[config.mk]
export PLATFORM = sky130hd
export DESIGN_NAME = mem_port_arbiter_flat
export DESIGN_NICKNAME = d
export VERILOG_FILES = /design/src/rtl/mem_port_arbiter_if.sv /design/src/rtl/mem_port_arbiter.sv /design/src/flat_wrapper.sv
export SDC_FILE = /design/constraint.sdc
export NUM_CORES = 1
export LEC_CHECK = 0
export BUFFER_PORTS_ARGS = -buffer_cell sky130_fd_sc_hd__buf_2
export CORE_MARGIN = 2
export CORE_UTILIZATION = 37
export DETAILED_ROUTE_END_ITERATION = 8
export PLACE_DENSITY = 0.73
export SYNTH_ARGS = -nofsm -noshare
export SYNTH_HDL_FRONTEND = slang
export SYNTH_SLANG_ARGS = --single-unit
[constraint.sdc]
create_clock -name clk -period 1.7 [get_ports clk]
set_input_delay 0.17 -clock clk [delete_from_list [all_inputs] [get_ports clk]]
set_output_delay 0.17 -clock clk [all_outputs]
set_load 0.01 [all_outputs]
[src/rtl/mem_port_arbiter_if.sv]
// Purpose: fetch, data and memory-side signals of the unified memory port arbiter.
// Latency: none; this is wiring only. The master modport is the arbiter's view and slave is the environment's view.
// Backpressure: the fetch and data requests are held until their gnt; memory commands are held until mem_ready.
interface mem_port_arbiter_if #(
    parameter int ADDR_W = 32,
    parameter int DATA_W = 32
);
    logic              if_req;
    logic [ADDR_W-1:0] if_addr;
    logic              if_flush;
    logic              if_gnt;
    logic              if_rvalid;
    logic [DATA_W-1:0] if_rdata;

    logic              dm_req;
    logic              dm_we;
    logic [ADDR_W-1:0] dm_addr;
    logic [DATA_W-1:0] dm_wdata;
    logic              dm_gnt;
    logic              dm_rvalid;
    logic [DATA_W-1:0] dm_rdata;

    logic              mem_req;
    logic              mem_we;
    logic [ADDR_W-1:0] mem_addr;
    logic [DATA_W-1:0] mem_wdata;
    logic              mem_ready;
    logic              mem_rvalid;
    logic [DATA_W-1:0] mem_rdata;

    modport master (
        input  if_req, if_addr, if_flush,
        output if_gnt, if_rvalid, if_rdata,
        input  dm_req, dm_we, dm_addr, dm_wdata,
        output dm_gnt, dm_rvalid, dm_rdata,
        output mem_req, mem_we, mem_addr, mem_wdata,
        input  mem_ready, mem_rvalid, mem_rdata
    );

    modport slave (
        output if_req, if_addr, if_flush,
        input  if_gnt, if_rvalid, if_rdata,
        output dm_req, dm_we, dm_addr, dm_wdata,
        input  dm_gnt, dm_rvalid, dm_rdata,
        input  mem_req, mem_we, mem_addr, mem_wdata,
        output mem_ready, mem_rvalid, mem_rdata
    );
endinterface

[src/rtl/mem_port_arbiter.sv]
// Purpose: shares one memory port between the fetch and data requesters, with anti-starvation under MEM_ARB_ANTISTARVE_EN.
// Latency: the grant is issued in the same cycle as the request. A read takes at least 3 cycles and a store takes at least 2.
// Backpressure: mem_ready stalls the command in ISSUE. Requesters hold their req until gnt, and no grant is given while busy.
module mem_port_arbiter #(
    parameter int ADDR_W     = 32,
    parameter int DATA_W     = 32,
    parameter int STARVE_MAX = 4
) (
    input  logic                 clk,
    input  logic                 rst_n,
    mem_port_arbiter_if.master   bus,
    output logic                 busy
);

    typedef struct packed {
        logic              we;
        logic [ADDR_W-1:0] addr;
        logic [DATA_W-1:0] wdata;
    } cmd_t;

    typedef enum logic [1:0] {IDLE = 2'd0, ISSUE = 2'd1, WAIT = 2'd2} state_t;

    state_t state, state_nxt;
    cmd_t   cmd, cmd_nxt;
    logic   owner_dm, owner_dm_nxt;
    logic   flushed, flushed_nxt;
    logic   grant_if, grant_dm, starve_force;

`ifdef MEM_ARB_ANTISTARVE_EN
    localparam int CNT_W = $clog2(STARVE_MAX + 1);
    logic [CNT_W-1:0] starve_cnt;

    assign starve_force = (starve_cnt == CNT_W'(STARVE_MAX));

    always_ff @(posedge clk or negedge rst_n) begin
        if (!rst_n) begin
            starve_cnt <= '0;
        end else if (grant_if) begin
            starve_cnt <= '0;
        end else if (grant_dm && bus.if_req && !starve_force) begin
            starve_cnt <= starve_cnt + 1'b1;
        end
    end
`else
    // STARVE_MAX only matters when the anti-starvation counter is built.
    logic unused_starve_max;
    assign unused_starve_max = ^STARVE_MAX;
    assign starve_force = 1'b0;
`endif

    // Grants are masked while reset is held, so outputs stay quiet even when requests are pending.
    always_comb begin
        grant_if = 1'b0;
        grant_dm = 1'b0;
        if (state == IDLE && rst_n) begin
            if (bus.if_req && (!bus.dm_req || starve_force)) begin
                grant_if = 1'b1;
            end else if (bus.dm_req) begin
                grant_dm = 1'b1;
            end
        end
    end

    always_comb begin
        state_nxt      = state;
        cmd_nxt        = cmd;
        owner_dm_nxt   = owner_dm;
        bus.if_gnt     = grant_if;
        bus.dm_gnt     = grant_dm;
        bus.mem_req    = 1'b0;
        bus.mem_we     = 1'b0;
        bus.mem_addr   = '0;
        bus.mem_wdata  = '0;
        bus.if_rvalid  = 1'b0;
        bus.if_rdata   = '0;
        bus.dm_rvalid  = 1'b0;
        bus.dm_rdata   = '0;
        case (state)
            IDLE: begin
                if (grant_dm) begin
                    cmd_nxt      = '{we: bus.dm_we, addr: bus.dm_addr, wdata: bus.dm_wdata};
                    owner_dm_nxt = 1'b1;
                    state_nxt    = ISSUE;
                end else if (grant_if) begin
                    cmd_nxt      = '{we: 1'b0, addr: bus.if_addr, wdata: '0};
                    owner_dm_nxt = 1'b0;
                    state_nxt    = ISSUE;
                end
            end
            ISSUE: begin
                bus.mem_req   = 1'b1;
                bus.mem_we    = cmd.we;
                bus.mem_addr  = cmd.addr;
                bus.mem_wdata = cmd.wdata;
                if (bus.mem_ready) begin
                    // Stores get no memory response, so they are acknowledged on the handshake itself.
                    if (cmd.we) begin
                        bus.dm_rvalid = 1'b1;
                        state_nxt     = IDLE;
                    end else begin
                        state_nxt = WAIT;
                    end
                end
            end
            WAIT: begin
                if (bus.mem_rvalid) begin
                    if (owner_dm) begin
                        bus.dm_rvalid = 1'b1;
                        bus.dm_rdata  = bus.mem_rdata;
                    end else if (!(flushed || bus.if_flush)) begin
                        bus.if_rvalid = 1'b1;
                        bus.if_rdata  = bus.mem_rdata;
                    end
                    state_nxt = IDLE;
                end
            end
            default: state_nxt = IDLE;
        endcase
    end

    assign flushed_nxt = (state_nxt != IDLE) &&
                         (flushed || (state != IDLE && !owner_dm && bus.if_flush));

    always_ff @(posedge clk or negedge rst_n) begin
        if (!rst_n) begin
            state    <= IDLE;
            cmd      <= '0;
            owner_dm <= 1'b0;
            flushed  <= 1'b0;
        end else begin
            state    <= state_nxt;
            cmd      <= cmd_nxt;
            owner_dm <= owner_dm_nxt;
            flushed  <= flushed_nxt;
        end
    end

    assign busy = (state != IDLE);

endmodule

[src/flat_wrapper.sv]
// flat-port wrapper written by rule: the top's interface ports become plain ports
module mem_port_arbiter_flat 
#(
    parameter int ADDR_W     = 32,
    parameter int DATA_W     = 32,
    parameter int STARVE_MAX = 4
)
  (clk, rst_n, busy, bus_if_req, bus_if_addr, bus_if_flush, bus_if_gnt, bus_if_rvalid, bus_if_rdata, bus_dm_req, bus_dm_we, bus_dm_addr, bus_dm_wdata, bus_dm_gnt, bus_dm_rvalid, bus_dm_rdata, bus_mem_req, bus_mem_we, bus_mem_addr, bus_mem_wdata, bus_mem_ready, bus_mem_rvalid, bus_mem_rdata);
  mem_port_arbiter_if #(.ADDR_W(ADDR_W), .DATA_W(DATA_W)) bus_i ();
  input  logic clk;
  input  logic rst_n;
  output logic busy;
  input wire logic [$bits(bus_i.if_req)-1:0] bus_if_req;
  input wire logic [$bits(bus_i.if_addr)-1:0] bus_if_addr;
  input wire logic [$bits(bus_i.if_flush)-1:0] bus_if_flush;
  output wire logic [$bits(bus_i.if_gnt)-1:0] bus_if_gnt;
  output wire logic [$bits(bus_i.if_rvalid)-1:0] bus_if_rvalid;
  output wire logic [$bits(bus_i.if_rdata)-1:0] bus_if_rdata;
  input wire logic [$bits(bus_i.dm_req)-1:0] bus_dm_req;
  input wire logic [$bits(bus_i.dm_we)-1:0] bus_dm_we;
  input wire logic [$bits(bus_i.dm_addr)-1:0] bus_dm_addr;
  input wire logic [$bits(bus_i.dm_wdata)-1:0] bus_dm_wdata;
  output wire logic [$bits(bus_i.dm_gnt)-1:0] bus_dm_gnt;
  output wire logic [$bits(bus_i.dm_rvalid)-1:0] bus_dm_rvalid;
  output wire logic [$bits(bus_i.dm_rdata)-1:0] bus_dm_rdata;
  output wire logic [$bits(bus_i.mem_req)-1:0] bus_mem_req;
  output wire logic [$bits(bus_i.mem_we)-1:0] bus_mem_we;
  output wire logic [$bits(bus_i.mem_addr)-1:0] bus_mem_addr;
  output wire logic [$bits(bus_i.mem_wdata)-1:0] bus_mem_wdata;
  input wire logic [$bits(bus_i.mem_ready)-1:0] bus_mem_ready;
  input wire logic [$bits(bus_i.mem_rvalid)-1:0] bus_mem_rvalid;
  input wire logic [$bits(bus_i.mem_rdata)-1:0] bus_mem_rdata;
  assign bus_i.if_req = bus_if_req;
  assign bus_i.if_addr = bus_if_addr;
  assign bus_i.if_flush = bus_if_flush;
  assign bus_if_gnt = bus_i.if_gnt;
  assign bus_if_rvalid = bus_i.if_rvalid;
  assign bus_if_rdata = bus_i.if_rdata;
  assign bus_i.dm_req = bus_dm_req;
  assign bus_i.dm_we = bus_dm_we;
  assign bus_i.dm_addr = bus_dm_addr;
  assign bus_i.dm_wdata = bus_dm_wdata;
  assign bus_dm_gnt = bus_i.dm_gnt;
  assign bus_dm_rvalid = bus_i.dm_rvalid;
  assign bus_dm_rdata = bus_i.dm_rdata;
  assign bus_mem_req = bus_i.mem_req;
  assign bus_mem_we = bus_i.mem_we;
  assign bus_mem_addr = bus_i.mem_addr;
  assign bus_mem_wdata = bus_i.mem_wdata;
  assign bus_i.mem_ready = bus_mem_ready;
  assign bus_i.mem_rvalid = bus_mem_rvalid;
  assign bus_i.mem_rdata = bus_mem_rdata;
  mem_port_arbiter #(.ADDR_W(ADDR_W), .DATA_W(DATA_W), .STARVE_MAX(STARVE_MAX)) u_core (.clk(clk), .rst_n(rst_n), .bus(bus_i), .busy(busy));
endmodule
==> impl_results.md <==
* Combinational fraction of design power at 51.3%
* Worst vdd ir at 628.9 uV
* WP data required at 1.53 ns
* Final Hold Fails at 0
* Sw power at 3.018 mW
* Num CTS Buffers at 9
* First-pass GRT wire length at 18460 um
* Failing checks: negative setup slack
* Clock Skew at 0.008411 ns
* GR Util All Layers at 20.82%
* Minimum clock period at 2.046 ns
* Share of cells above drive strength 1 at 60.71%
* # IOs at 271
* Die area at 11120 sq um
* Clk slew on worst S/H paths at 0.08 ns
* Final setup fails at 200
* Initial Utilization at 37.57%
* Worst skew pair latency at 0.33 ns
* Largest family of logic cells by synthesized area: simple AND/OR/NAND/NOR gates
* R2R cell count at 8
* Count of input and output buffers at 270
* Post-synthesis average cell area at 9.867 sq um
* Hold Crit Depth at 2
* Die height at 105.5 um
* Worst Hold End: u_core.cmd[7]$_DFFE_PN0P_
* H-tree depth at 3
* DRT iter0 DRCs at 181
* Finished Cell Area at 6910 sq um
* Post-synthesis compound-gate area fraction at 13.57%
* # fillers at 757
* Crit share post-route at 120.4%
* Max Freq at 488.7 MHz
* Main flop type after synthesis: dfrtp_1
* Detailed Routing Iterations Pass 1 at 4
* CP Capture Type: output pin
* Ranking of synthesized cells by area: dfrtp_1 (45%), and2_1 (21%), mux2i_1 (8.4%)
* CP Class: flip-flop to output pin
* Setup TNS at -30.27 ns
* Placed cell area at 5341 sq um
* Placed cell count at 775
* CTS tree: built
* Pint at 5.643 mW
* Synth Instances at 386
* Mux contribution to synthesized area at 8.410%
* Synth cell types at 29
* Final setup margin at -0.3464 ns
* Clock Power Share at 16.9%
* Final #Nets at 835
* Run status: complete, but fails checks
* Xor/xnor share of the synthesized area at 0%
* Sinks on Clock Net at 69
* Top-count cell post-synth: and2_1
* RSZ-0062 raised after global routing: true
* Syn Std Cell Area at 3809 sq um
* Vias post-DR at 4098
* Clock Tree Buf Depth at 2
* Crit path max fanout at 5
* Hpwl dp at 8715 um
* Die W at 105.5 um
* Slew @ Worst Pin at 0.8175 ns
* Synth async-reset ratio at 100.0%
* Largest net degree at the start of global routing at 66
* Antenna viol nets, final at 0
* Sw Share at 34.84%
* Area share of the largest cell type after synthesis at 45.34%
* RR Endpoint: u_core.flushed$_DFF_PN0_
* Fin util at 68.16%
* HP Class: input pin to flip-flop
* Worst R2R Setup Slack at -0.14 ns
* Net Count, Synth at 526
* Gr ovfl total at 0
* Startpoint types: flip-flop
* Area Overhead vs Synth at 81.44%
* Register area share after synthesis at 45.34%
* Final WL at 14930 um
* Final Max Tran Viols at 0
* Yosys reg bits at 69
* Lkg Pwr at 3.873 nW
* Sequential share of power at 31.8%
* Number of global-route vias before repair at 3816
* Synth warnings at 0
* Leading area contributor after synthesis: dfrtp_1
* Placeable Area at 10140 sq um
* Clock root buffer: clkbuf_8
* Non-filler instance count after layout at 838
* Pwr Total at 8.661 mW
* Arr. time, crit path at 1.88 ns
* Residual DRC count at 0
* PD cells at 1253 nW/um^2
* Post-Synth Adder-Cell Area at 1.314%
* Top cells by count, synth: and2_1 (129), dfrtp_1 (69), nand2_1 (34)
* Avg WL per Cell at 17.81 um
* Cell Rows at 37
* HP Start: bus_dm_wdata[7]
* Initial antenna violation count at 2
* Max Cap Violations at 0
* Gpl congestion at 0.8398
* EDFF count, synth at 0
* Reg-to-Reg Start: u_core.state[1]$_DFF_PN0_
* Via-per-instance ratio at 4.890
* Post-Synth Simple-Gate Area at 27.04%
* Max_slew headroom at 45.50%
power groups by stage:
stage          clock (mW)  sequential (mW)  combinational (mW)
6_report             1.46             2.76                4.44
5_1_grt              1.56             2.82                4.75
4_1_cts              1.49             2.71                3.07
3_5_place_dp            0             2.74                2.85
3_3_place_gp            0             2.73                2.76
2_1_floorplan           0             2.62                1.84
how the worst max path moves through the flow:
stage / cells after the start / from / endpoint
6_report: 9 / u_core.state[0]$_DFF_PN0_ / bus_dm_rdata[13]
5_1_grt: 9 / u_core.state[0]$_DFF_PN0_ / bus_dm_rdata[13]
4_1_cts: 8 / u_core.state[0]$_DFF_PN0_ / bus_if_rdata[0]
3_5_place_dp: 7 / u_core.state[1]$_DFF_PN0_ / u_core.cmd[61]$_DFFE_PN0P_
3_3_place_gp: 7 / u_core.state[0]$_DFF_PN0_ / bus_if_rdata[18]
2_1_floorplan: 6 / u_core.state[0]$_DFF_PN0_ / bus_if_rdata[22]
cell usage in the layout (no fill, tap or decap), types with 2 or more instances in the layout:
master / n
clkbuf_8: 9
inv_4: 2
a22o_1: 33
nand2_1: 31
bufinv_16: 2
nand2_2: 2
dfrtp_1: 68
clkinv_4: 2
buf_8: 5
ha_4: 3
mux2i_1: 32
buf_2: 208
and2_1: 70
buf_4: 11
o21ai_2: 7
and2_4: 59
buf_12: 10
diode_2: 2
clkbuf_16: 11
o21ai_1: 26
clkinv_2: 2
inv_1: 3
buf_6: 81
nor2_1: 2
timing repair:
item                       4_1_cts  5_1_grt
cloned                           6       19
setup endpoints to repair      137      200
hold endpoints to repair         4        0
hold buffers                     1        0
pin swaps                       35       20
buffers inserted                 9       10
gates resized for setup         72      104
flip-flops by register name (all words and copies together) (netlist names):
| register | cells |
|---|---|
| u_core.state | 2 |
| u_core.owner_dm | 1 |
| u_core.flushed | 1 |
| u_core.cmd | 65 |
cell type report:
type,count,area [sq um],share of cell area (%)
antenna,2,5.005,0.07242
clock buffer,10,127.6,1.847
clock inverter,6,87.58,1.267
inverter,6,27.53,0.3983
multi-input combinational,282,2168,31.38
sequential,69,1728,25.00
tap,136,170.2,2.462
timing repair buffer,327,2596,37.57
logic make-up (layout without fill, tap and decap cells):
family	Yosys count	after routing
AND/OR/NAND/NOR	174	174
adder cells (fa/ha/maj)	4	4
flip-flops	69	69
AO/OA/AOI/OAI	72	72
other	0	2
multiplexers	32	32
buffers and inverters	35	349
metal layers:
layer,wire [um],global-route usage [%],up-vias
met5,0,0,-
met2,7658,38.02,172
li1,-,-,1918
met4,397,8.095,0
met1,5888,23.20,1983
met3,982,4.947,25
worst max-delay path, cell delays in order, from the launching register on:
cell     delay (ns)
dfrtp_1        0.41
inv_2          0.09
ha_4           0.15
nand2_4        0.06
buf_6          0.12
nor2_4         0.20
buf_12         0.14
buf_6          0.10
and2_1         0.13
buf_2          0.14
per-stage QoR:
step	hold WS, ns	setup slack (ns)
floorplan	-0.1256	0.01440
global placement	0.04331	0.06861
detailed placement	0.04201	-0.005041
CTS	0.03769	-0.2307
global route	0.04620	-0.4252
finish	0.05367	-0.3464
No activity file was read; power rests on OpenSTA's default activity.
